**config.mk**
```make
export PLATFORM = sky130hd
export DESIGN_NAME = mem_port_arbiter_flat
export DESIGN_NICKNAME = d
export VERILOG_FILES = /design/src/rtl/mem_port_arbiter_if.sv /design/src/rtl/mem_port_arbiter.sv /design/src/flat_wrapper.sv
export SDC_FILE = /design/constraint.sdc
export NUM_CORES = 1
export LEC_CHECK = 0
export BUFFER_PORTS_ARGS = -buffer_cell sky130_fd_sc_hd__buf_4
export CAP_MARGIN = 20
export CORE_ASPECT_RATIO = 1.1
export CORE_MARGIN = 2
export CORE_UTILIZATION = 30
export CTS_CLUSTER_SIZE = 24
export DETAILED_ROUTE_END_ITERATION = 10
export GPL_ROUTABILITY_DRIVEN = 0
export PLACE_DENSITY = 0.66
export SYNTH_ARGS = -nofsm -noshare
export SYNTH_HDL_FRONTEND = slang
export SYNTH_SLANG_ARGS = --single-unit
```
**constraint.sdc**
```tcl
create_clock -name clock -period 1.2 [get_ports clock]
set_input_delay 0.24 -clock clock [delete_from_list [all_inputs] [get_ports clock]]
set_output_delay 0.24 -clock clock [all_outputs]
set_load 0.05 [all_outputs]
```
**src/rtl/mem_port_arbiter_if.sv**
```systemverilog
// rtl/mem_port_arbiter_if.sv - requester and RAM-port signal bundle for mem_port_arbiter
//
// Purpose: groups the two requester handshakes and the single RAM port
// driven by mem_port_arbiter.
//
// Signals:
//   req_n, we_n, addr_n, wdata_n   requester n -> arbiter (n = 0, 1)
//   gnt_n, rvalid_n, rdata_n       arbiter -> requester n
//   mem_address, mem_write,        arbiter -> RAM (registered outputs)
//   mem_wren
//   mem_read                       RAM q -> arbiter (1-cycle read latency)
//
// Modports:
//   master  requester/RAM side (drives requests and mem_read)
//   slave   arbiter side
interface mem_port_arbiter_if #(
   parameter int ADDR_SIZE = 18,
   parameter int WORD_SIZE = 18
);
   logic                 req_0;
   logic                 we_0;
   logic [ADDR_SIZE-1:0] addr_0;
   logic [WORD_SIZE-1:0] wdata_0;
   logic                 gnt_0;
   logic                 rvalid_0;
   logic [WORD_SIZE-1:0] rdata_0;

   logic                 req_1;
   logic                 we_1;
   logic [ADDR_SIZE-1:0] addr_1;
   logic [WORD_SIZE-1:0] wdata_1;
   logic                 gnt_1;
   logic                 rvalid_1;
   logic [WORD_SIZE-1:0] rdata_1;

   logic [ADDR_SIZE-1:0] mem_address;
   logic [WORD_SIZE-1:0] mem_write;
   logic                 mem_wren;
   logic [WORD_SIZE-1:0] mem_read;

   modport master (
      output req_0, we_0, addr_0, wdata_0,
      input  gnt_0, rvalid_0, rdata_0,
      output req_1, we_1, addr_1, wdata_1,
      input  gnt_1, rvalid_1, rdata_1,
      input  mem_address, mem_write, mem_wren,
      output mem_read
   );

   modport slave (
      input  req_0, we_0, addr_0, wdata_0,
      output gnt_0, rvalid_0, rdata_0,
      input  req_1, we_1, addr_1, wdata_1,
      output gnt_1, rvalid_1, rdata_1,
      output mem_address, mem_write, mem_wren,
      input  mem_read
   );
endinterface

```
**src/rtl/mem_port_arbiter.sv**
```systemverilog
// rtl/mem_port_arbiter.sv - two-requester round-robin arbiter for one RAM port
//
// Purpose: shares a single RAM port (registered inputs, 1-cycle read
// latency) between two requesters, issuing at most one access per cycle.
// The winner's address/data/write-enable and its grant pulse are registered,
// so they appear together in the issue cycle; read data returns one cycle
// later, steered to the requester that issued it.
//
// Ports:
//   clock   rising-edge clock
//   reset   synchronous, active-high reset
//   bus     mem_port_arbiter_if.slave (requesters 0/1 and RAM port)
module mem_port_arbiter #(
   parameter int ADDR_SIZE = 18,
   parameter int WORD_SIZE = 18
) (
   input  logic                  clock,
   input  logic                  reset,
   mem_port_arbiter_if.slave     bus
);

   logic                 win_0;
   logic                 win_1;
   logic                 win_we;
   logic [ADDR_SIZE-1:0] win_addr;
   logic [WORD_SIZE-1:0] win_wdata;

   // 1 when requester 1 has priority on the next tie (0 granted most recently)
   logic                 prio_1;

   logic                 gnt_0_q;
   logic                 gnt_1_q;
   logic                 rvalid_0_q;
   logic                 rvalid_1_q;
   logic                 wren_q;
   logic [ADDR_SIZE-1:0] address_q;
   logic [WORD_SIZE-1:0] write_q;

   // winner selection: a lone requester always wins; a tie goes to prio_1
   always_comb begin
      win_0     = bus.req_0 & (~bus.req_1 | ~prio_1);
      win_1     = bus.req_1 & ~win_0;
      win_we    = 1'b0;
      win_addr  = address_q;
      win_wdata = write_q;
      if (win_0) begin
         win_we    = bus.we_0;
         win_addr  = bus.addr_0;
         win_wdata = bus.wdata_0;
      end else if (win_1) begin
         win_we    = bus.we_1;
         win_addr  = bus.addr_1;
         win_wdata = bus.wdata_1;
      end
   end

   always_ff @(posedge clock) begin
      if (reset) begin
         prio_1     <= 1'b0;
         gnt_0_q    <= 1'b0;
         gnt_1_q    <= 1'b0;
         rvalid_0_q <= 1'b0;
         rvalid_1_q <= 1'b0;
         wren_q     <= 1'b0;
         address_q  <= '0;
         write_q    <= '0;
      end else begin
         gnt_0_q   <= win_0;
         gnt_1_q   <= win_1;
         wren_q    <= win_we;
         // with no winner win_addr/win_wdata are the held values
         address_q <= win_addr;
         write_q   <= win_wdata;
         if (win_0 | win_1) begin
            prio_1 <= win_0;
         end
         // the grant register is the owner tag of the access now at the RAM;
         // a read issued this cycle returns next cycle to the same owner
         rvalid_0_q <= gnt_0_q & ~wren_q;
         rvalid_1_q <= gnt_1_q & ~wren_q;
      end
   end

   assign bus.gnt_0       = gnt_0_q;
   assign bus.gnt_1       = gnt_1_q;
   assign bus.rvalid_0    = rvalid_0_q;
   assign bus.rvalid_1    = rvalid_1_q;
   assign bus.rdata_0     = rvalid_0_q ? bus.mem_read : '0;
   assign bus.rdata_1     = rvalid_1_q ? bus.mem_read : '0;
   assign bus.mem_address = address_q;
   assign bus.mem_write   = write_q;
   assign bus.mem_wren    = wren_q;

endmodule

```
**src/flat_wrapper.sv**
```systemverilog
// flat-port wrapper written by rule: the top's interface ports become plain ports
module mem_port_arbiter_flat 
#(
   parameter int ADDR_SIZE = 18,
   parameter int WORD_SIZE = 18
)
  (clock, reset, bus_req_0, bus_we_0, bus_addr_0, bus_wdata_0, bus_gnt_0, bus_rvalid_0, bus_rdata_0, bus_req_1, bus_we_1, bus_addr_1, bus_wdata_1, bus_gnt_1, bus_rvalid_1, bus_rdata_1, bus_mem_address, bus_mem_write, bus_mem_wren, bus_mem_read);
  mem_port_arbiter_if #(.ADDR_SIZE(ADDR_SIZE), .WORD_SIZE(WORD_SIZE)) bus_i ();
  input  logic clock;
  input  logic reset;
  input wire logic [$bits(bus_i.req_0)-1:0] bus_req_0;
  input wire logic [$bits(bus_i.we_0)-1:0] bus_we_0;
  input wire logic [$bits(bus_i.addr_0)-1:0] bus_addr_0;
  input wire logic [$bits(bus_i.wdata_0)-1:0] bus_wdata_0;
  output wire logic [$bits(bus_i.gnt_0)-1:0] bus_gnt_0;
  output wire logic [$bits(bus_i.rvalid_0)-1:0] bus_rvalid_0;
  output wire logic [$bits(bus_i.rdata_0)-1:0] bus_rdata_0;
  input wire logic [$bits(bus_i.req_1)-1:0] bus_req_1;
  input wire logic [$bits(bus_i.we_1)-1:0] bus_we_1;
  input wire logic [$bits(bus_i.addr_1)-1:0] bus_addr_1;
  input wire logic [$bits(bus_i.wdata_1)-1:0] bus_wdata_1;
  output wire logic [$bits(bus_i.gnt_1)-1:0] bus_gnt_1;
  output wire logic [$bits(bus_i.rvalid_1)-1:0] bus_rvalid_1;
  output wire logic [$bits(bus_i.rdata_1)-1:0] bus_rdata_1;
  output wire logic [$bits(bus_i.mem_address)-1:0] bus_mem_address;
  output wire logic [$bits(bus_i.mem_write)-1:0] bus_mem_write;
  output wire logic [$bits(bus_i.mem_wren)-1:0] bus_mem_wren;
  input wire logic [$bits(bus_i.mem_read)-1:0] bus_mem_read;
  assign bus_i.req_0 = bus_req_0;
  assign bus_i.we_0 = bus_we_0;
  assign bus_i.addr_0 = bus_addr_0;
  assign bus_i.wdata_0 = bus_wdata_0;
  assign bus_gnt_0 = bus_i.gnt_0;
  assign bus_rvalid_0 = bus_i.rvalid_0;
  assign bus_rdata_0 = bus_i.rdata_0;
  assign bus_i.req_1 = bus_req_1;
  assign bus_i.we_1 = bus_we_1;
  assign bus_i.addr_1 = bus_addr_1;
  assign bus_i.wdata_1 = bus_wdata_1;
  assign bus_gnt_1 = bus_i.gnt_1;
  assign bus_rvalid_1 = bus_i.rvalid_1;
  assign bus_rdata_1 = bus_i.rdata_1;
  assign bus_mem_address = bus_i.mem_address;
  assign bus_mem_write = bus_i.mem_write;
  assign bus_mem_wren = bus_i.mem_wren;
  assign bus_i.mem_read = bus_mem_read;
  mem_port_arbiter #(.ADDR_SIZE(ADDR_SIZE), .WORD_SIZE(WORD_SIZE)) u_core (.clock(clock), .reset(reset), .bus(bus_i));
endmodule
```
==> flow_summary.ini, run 1 <==
[worst_setup_path]
startpoint_type = flip-flop
worstPathMaxFanout = 9
worstPathArrival_ns = 1.09
critPathCaptureType = primary output
crit_type = reg -> out
critPathRequiredTime_ns = 0.96

[placed_design]
port_buffers = 172
place_area_um2 = 3744
place_hpwl_um = 5649

[logic_synthesis]
synth_nets = 317
synth_commonest_cells = dfxtp_1, nor2b_1, and2_1, mux2i_1, a221oi_1
synth_cell_types = 19
yosys.area.top_type_share = 0.3709
synth_ff_type = dfxtp_1
syn-cell-area_um2 = 2267
synthArstFlopShare = 0
synth.most_common_cell = dfxtp_1
yosysWarnings = 0
synth-seq-cells = 42
postSynthCellCount = 221
yosys-top-cells-area = dfxtp_1, mux2i_1, nor2b_1, and2_1, a221oi_1
yosysTopAreaCell = dfxtp_1
synth_edf_count = 0
seq_area_frac_synth = 0.3709
syn_avg_cell_area_um2 = 10.26

[timing]
worst_pin_slew_ns = 0.2149
setup_viol = 38
setup_tns_ns = -3.910
finalHoldViolCount = 0
period_share = 1.108
fin_skew_ns = 0.009457
finalMaxSlewViolations = 0
worst_slack_ns = -0.1293
min_period_ns = 1.329
fmaxAchievable_mhz = 752.3
rsz0062_at_grt = yes
slew_headroom = 0.8526
hold_ws_ns = 0.2323

[routing]
drt-pass1-iter-count = 4
viasPerCell = 4.924
drt_iter0_drc = 84
ant_nets = 0
wl_per_cell_um = 16.14
vias = 2398
routed_wl_um = 7859
drc = 0

[floorplanning]
io_pins = 173
die_w_um = 86.89
fp.coreArea_um2 = 7391
row_count = 33
die_h_um = 95.18
initial_core_util = 0.3068
die_area_um2 = 8269

[clocking]
clkLatencyLatePin_ns = 0.29
path_clk_slew_ns = 0.07
cts_root_buf = clkbuf_8
clockBufferDepth = 2
cts_tree = done
cts_max_level = 2
cts.sinks = 42
cts_buffers = 5

[layout]
design_area_um2 = 4257
num_antenna_cells = 0
fin_nets = 495
drive_gt1_frac = 0.6375
syn2layout_area_growth_pct = 87.75

[pwr]
peakVddDrop_mv = 0.4633
power_uw = 4007
power.density_nw_per_um2 = 941.3
cellLeakagePower_uw = 0.002033

[grt]
grt_max_degree = 28
antenna_found_initial = 0
grt_pass1_vias = 2346
grt_pass1_wl_um = 11480
grt_usage = 0.1746
grt_overflow = 0

[status]
status = finished, violations left
violations = negative setup slack

[hold_path]
hp-class = in -> reg

[job]
drv_cap = 0
==> sequential cells by signal, indices dropped and copies added, names as in the netlist <==
| signal | count |
|---|---|
| u_core.bus.gnt_0 | 1 |
| u_core.bus.gnt_1 | 1 |
| u_core.bus.mem_address | 18 |
| u_core.bus.mem_wren | 1 |
| u_core.bus.mem_write | 18 |
| u_core.bus.rvalid_0 | 1 |
| u_core.bus.rvalid_1 | 1 |
| u_core.prio_1 | 1 |
==> kinds of logic (layout without fill, tap and decap cells) <==
group / after synthesis / after routing / share of synthesized area
flip-flops: 42 / 42 / 0.3709
AO/OA/AOI/OAI: 39 / 39 / 0.1821
buffers and inverters: 23 / 202 / 0.06236
AND/OR/NAND/NOR: 81 / 81 / 0.2257
multiplexers: 36 / 36 / 0.1589
==> worst max-delay path, cell delays in order, from the launching register on <==
cell and delay (ns):
dfxtp_4 0.35, buf_6 0.13, and2_1 0.16, buf_6 0.15
==> layout make-up <==
cell class / count / area, um^2
Sequential cell: 42 / 848.3
Fill cell: 636 / 3134
Clock buffer: 6 / 72.57
Multi-Input combinational cell: 156 / 1401
Timing Repair Buffer: 194 / 1812
Clock inverter: 2 / 13.76
Tap cell: 87 / 108.9
==> metrics by stage <==
| stage | util | worst slack [ns] | std cells |
|---|---|---|---|
| final | 0.5759 | -0.1293 | 487 |
| after global routing | 0.5759 | -0.1716 | 487 |
| after CTS | 0.5558 | -0.1300 | 484 |
| after detailed placement | 0.5065 | -0.02991 | 470 |
| after global placement | 0.5065 | 0.04469 | 470 |
| after floorplan | - | 0.04621 | 221 |
==> per-layer routing <==
metal  track usage  up-vias  share of wire
met5             0        -              0
met4       0.03516        0         0.0059
met3       0.04156        6          0.087
met2        0.3251      122           0.52
met1        0.2015     1117           0.39
li1              -     1153              -
==> placed cells by master (no fill, tap or decap), drive strengths merged <==
cell    count
o21ba       1
nor2        1
nand2       2
a21bo       1
clkinv      2
nand2b      1
o32ai       1
and3b       1
a221oi     36
buf       194
mux2i      36
clkbuf      6
and2       36
dfxtp      42
nor2b      38
nor3b       2
==> final timing paths <==
kind                             startpoint                                   end  slack [ns]  cells past startpoint
max          u_core.bus.rvalid_1$_SDFF_PP0_                        bus_rdata_1[2]       -0.13                      3
min                                bus_we_1        u_core.bus.mem_wren$_SDFF_PP0_        0.23                      3
max reg2reg      u_core.prio_1$_SDFFE_PP0P_  u_core.bus.mem_write[0]$_SDFFE_PP0P_        0.08                      3
min reg2reg  u_core.bus.mem_wren$_SDFF_PP0_        u_core.bus.rvalid_0$_SDFF_PP0_        0.45                      1
==> report_power, final <==
group / switching, uW / internal (uW) / leakage, uW
Combinational: 850 / 678 / 0.00164
Sequential: 70.2 / 1500 / 0.000351
Clock: 493 / 411 / 0.0000452
Total: 1410 / 2590 / 0.00203
==> timing repair <==
action,4_1_cts,5_1_grt
setup buffers,6,2
resized for setup,66,34
hold buffers,0,0
endpoints found under the hold margin,0,0
pin swaps,3,4
cloned,0,1
endpoints found under the setup margin,38,42
Note: power is estimated with default switching activity, not from simulation.
==> run 2, diff against run 1 <==
--- a/config.mk
+++ b/config.mk
@@ -17,3 +17,4 @@
 export SYNTH_ARGS = -nofsm -noshare
 export SYNTH_HDL_FRONTEND = slang
 export SYNTH_SLANG_ARGS = --single-unit
+export TNS_END_PERCENT = 1
==> run 2 against run 1 <==
- the run still ends with negative setup slack left
- cell area shrank 2.0%
- critical path depth did not move
- flip-flop and latch count did not move
- sequential power barely moved
- register-to-register slack about the same
- critical path type unchanged
- combinational power barely moved
- clock-buffer cell count did not move
- setup slack improved by 0.010 ns
- non-clock buffer count shrank 2
- worst hold slack improved by 0.0055 ns
==> flow_summary.ini, run 2 (synthesis gave the netlist of run 1 again) <==
[status]
status = finished, violations left
violations = negative setup slack

[routing]
vias = 2343
routed_wl_um = 7646
drt-pass1-iter-count = 4
viasPerCell = 4.831
drc = 0
drt_iter0_drc = 54
wl_per_cell_um = 15.76
ant_nets = 0

[timing]
min_period_ns = 1.319
fin_skew_ns = 0.008346
period_share = 1.099
setup_tns_ns = -3.803
worst_slack_ns = -0.1189
slew_headroom = 0.8217
worst_pin_slew_ns = 0.2674
finalMaxSlewViolations = 0
setup_viol = 37
fmaxAchievable_mhz = 758.2
rsz0062_at_grt = yes
finalHoldViolCount = 0

[pwr]
peakVddDrop_mv = 0.5798
cellLeakagePower_uw = 0.002006
power_uw = 4026
power.density_nw_per_um2 = 965.5

[worst_setup_path]
cp_slowest_cell = dfxtp_4
critPathCaptureType = primary output
crit_type = reg -> out
path_common_cell = buf_6
worstPathMaxFanout = 9
startpoint_type = flip-flop
critPathRequiredTime_ns = 0.96
crit_chain = buf_6 -> and2_1 -> buf_6
cp_slowest_stage_delay_ns = 0.36
worstPathArrival_ns = 1.08

[floorplanning]
io_pins = 173
initial_core_util = 0.3068
row_count = 33
fp.coreArea_um2 = 7391
die_area_um2 = 8269
die_h_um = 95.18
die_w_um = 86.89

[grt]
grt_max_degree = 31
antenna_found_initial = 0
grt_usage = 0.1782
grt_pass1_vias = 2349
grt_pass1_wl_um = 11650
grt_overflow = 0

[clocking]
cts_root_buf = clkbuf_8
cts_tree = done
cts_max_level = 2
clockBufferDepth = 2
cts_hold_buf = 0
cts_buffers = 5
clkLatencyLatePin_ns = 0.29
cts.sinks = 42
path_clk_slew_ns = 0.07

[layout]
layout_commonest_cell = buf_4
final_core_util = 0.5642
design_area_um2 = 4170
layout_common_cells = buf_4, dfxtp_1, nor2b_1
num_antenna_cells = 0
syn2layout_area_growth_pct = 83.94
fin_nets = 493
drive_gt1_frac = 0.6231

[placed_design]
place_area_um2 = 3729
place_ws_ns = -0.01602
port_buffers = 172
place_hpwl_um = 5579

[hold_path]
hp-class = in -> reg

[job]
drv_cap = 0
-- run 2: cell count changes in the layout (fill, tap and decap cells not counted), sizes merged --
| cell | before | now |
|---|---|---|
| inv | 0 | 1 |
| buf | 194 | 192 |
| clkinv | 2 | 1 |
-- run 2: area by class of cell --
class                           instances  area, um^2
Multi-Input combinational cell        156        1368
Clock inverter                          2       11.26
Tap cell                               87       108.9
Clock buffer                            6       82.58
Sequential cell                        42       848.3
Timing Repair Buffer                  192        1752
Fill cell                             653        3221
-- run 2: report_power, final --
group	switching, uW	total (uW)	internal (uW)
registers	68.5	1570	1500
logic	837	1500	661
clock network	491	955	464
total	1400	4030	2630
-- run 2: critical path, delay by kind of cell (launching register included) --
| family | cells | cell delay, ns |
|---|---|---|
| flip-flops | 1 | 0.36 |
| AND/OR/NAND/NOR | 1 | 0.16 |
| buffers and inverters | 2 | 0.28 |
-- run 2: layer usage --
metal | global-route usage | wire, um | up-vias
li1 | - | - | 1151
met1 | 0.2253 | 3177 | 1076
met2 | 0.3130 | 3855 | 110
met3 | 0.03636 | 551 | 6
met4 | 0.03516 | 60 | 0
met5 | 0 | 0 | -
-- run 2: final timing paths --
path	startpoint	slack, ns	cells past startpoint	to
max	u_core.bus.rvalid_1$_SDFF_PP0_	-0.12	3	bus_rdata_1[4]
min	bus_we_1	0.24	3	u_core.bus.mem_wren$_SDFF_PP0_
max reg2reg	u_core.prio_1$_SDFFE_PP0P_	0.07	3	u_core.bus.mem_write[12]$_SDFFE_PP0P_
min reg2reg	u_core.bus.mem_wren$_SDFF_PP0_	0.46	1	u_core.bus.rvalid_0$_SDFF_PP0_
-- run 2: repair_timing --
item                       4_1_cts  5_1_grt
gates resized for setup         71       12
pin swaps                        0        3
setup endpoints to repair       38       38
setup buffers                    6        0
cloned                           1        0
-- run 2: stage by stage --
stage                     cells  hold WS (ns)
after floorplan             221        0.3982
after global routing        485        0.2512
after global placement      470        0.4383
after detailed placement    470        0.4583
final                       485        0.2379
after CTS                   485        0.2374
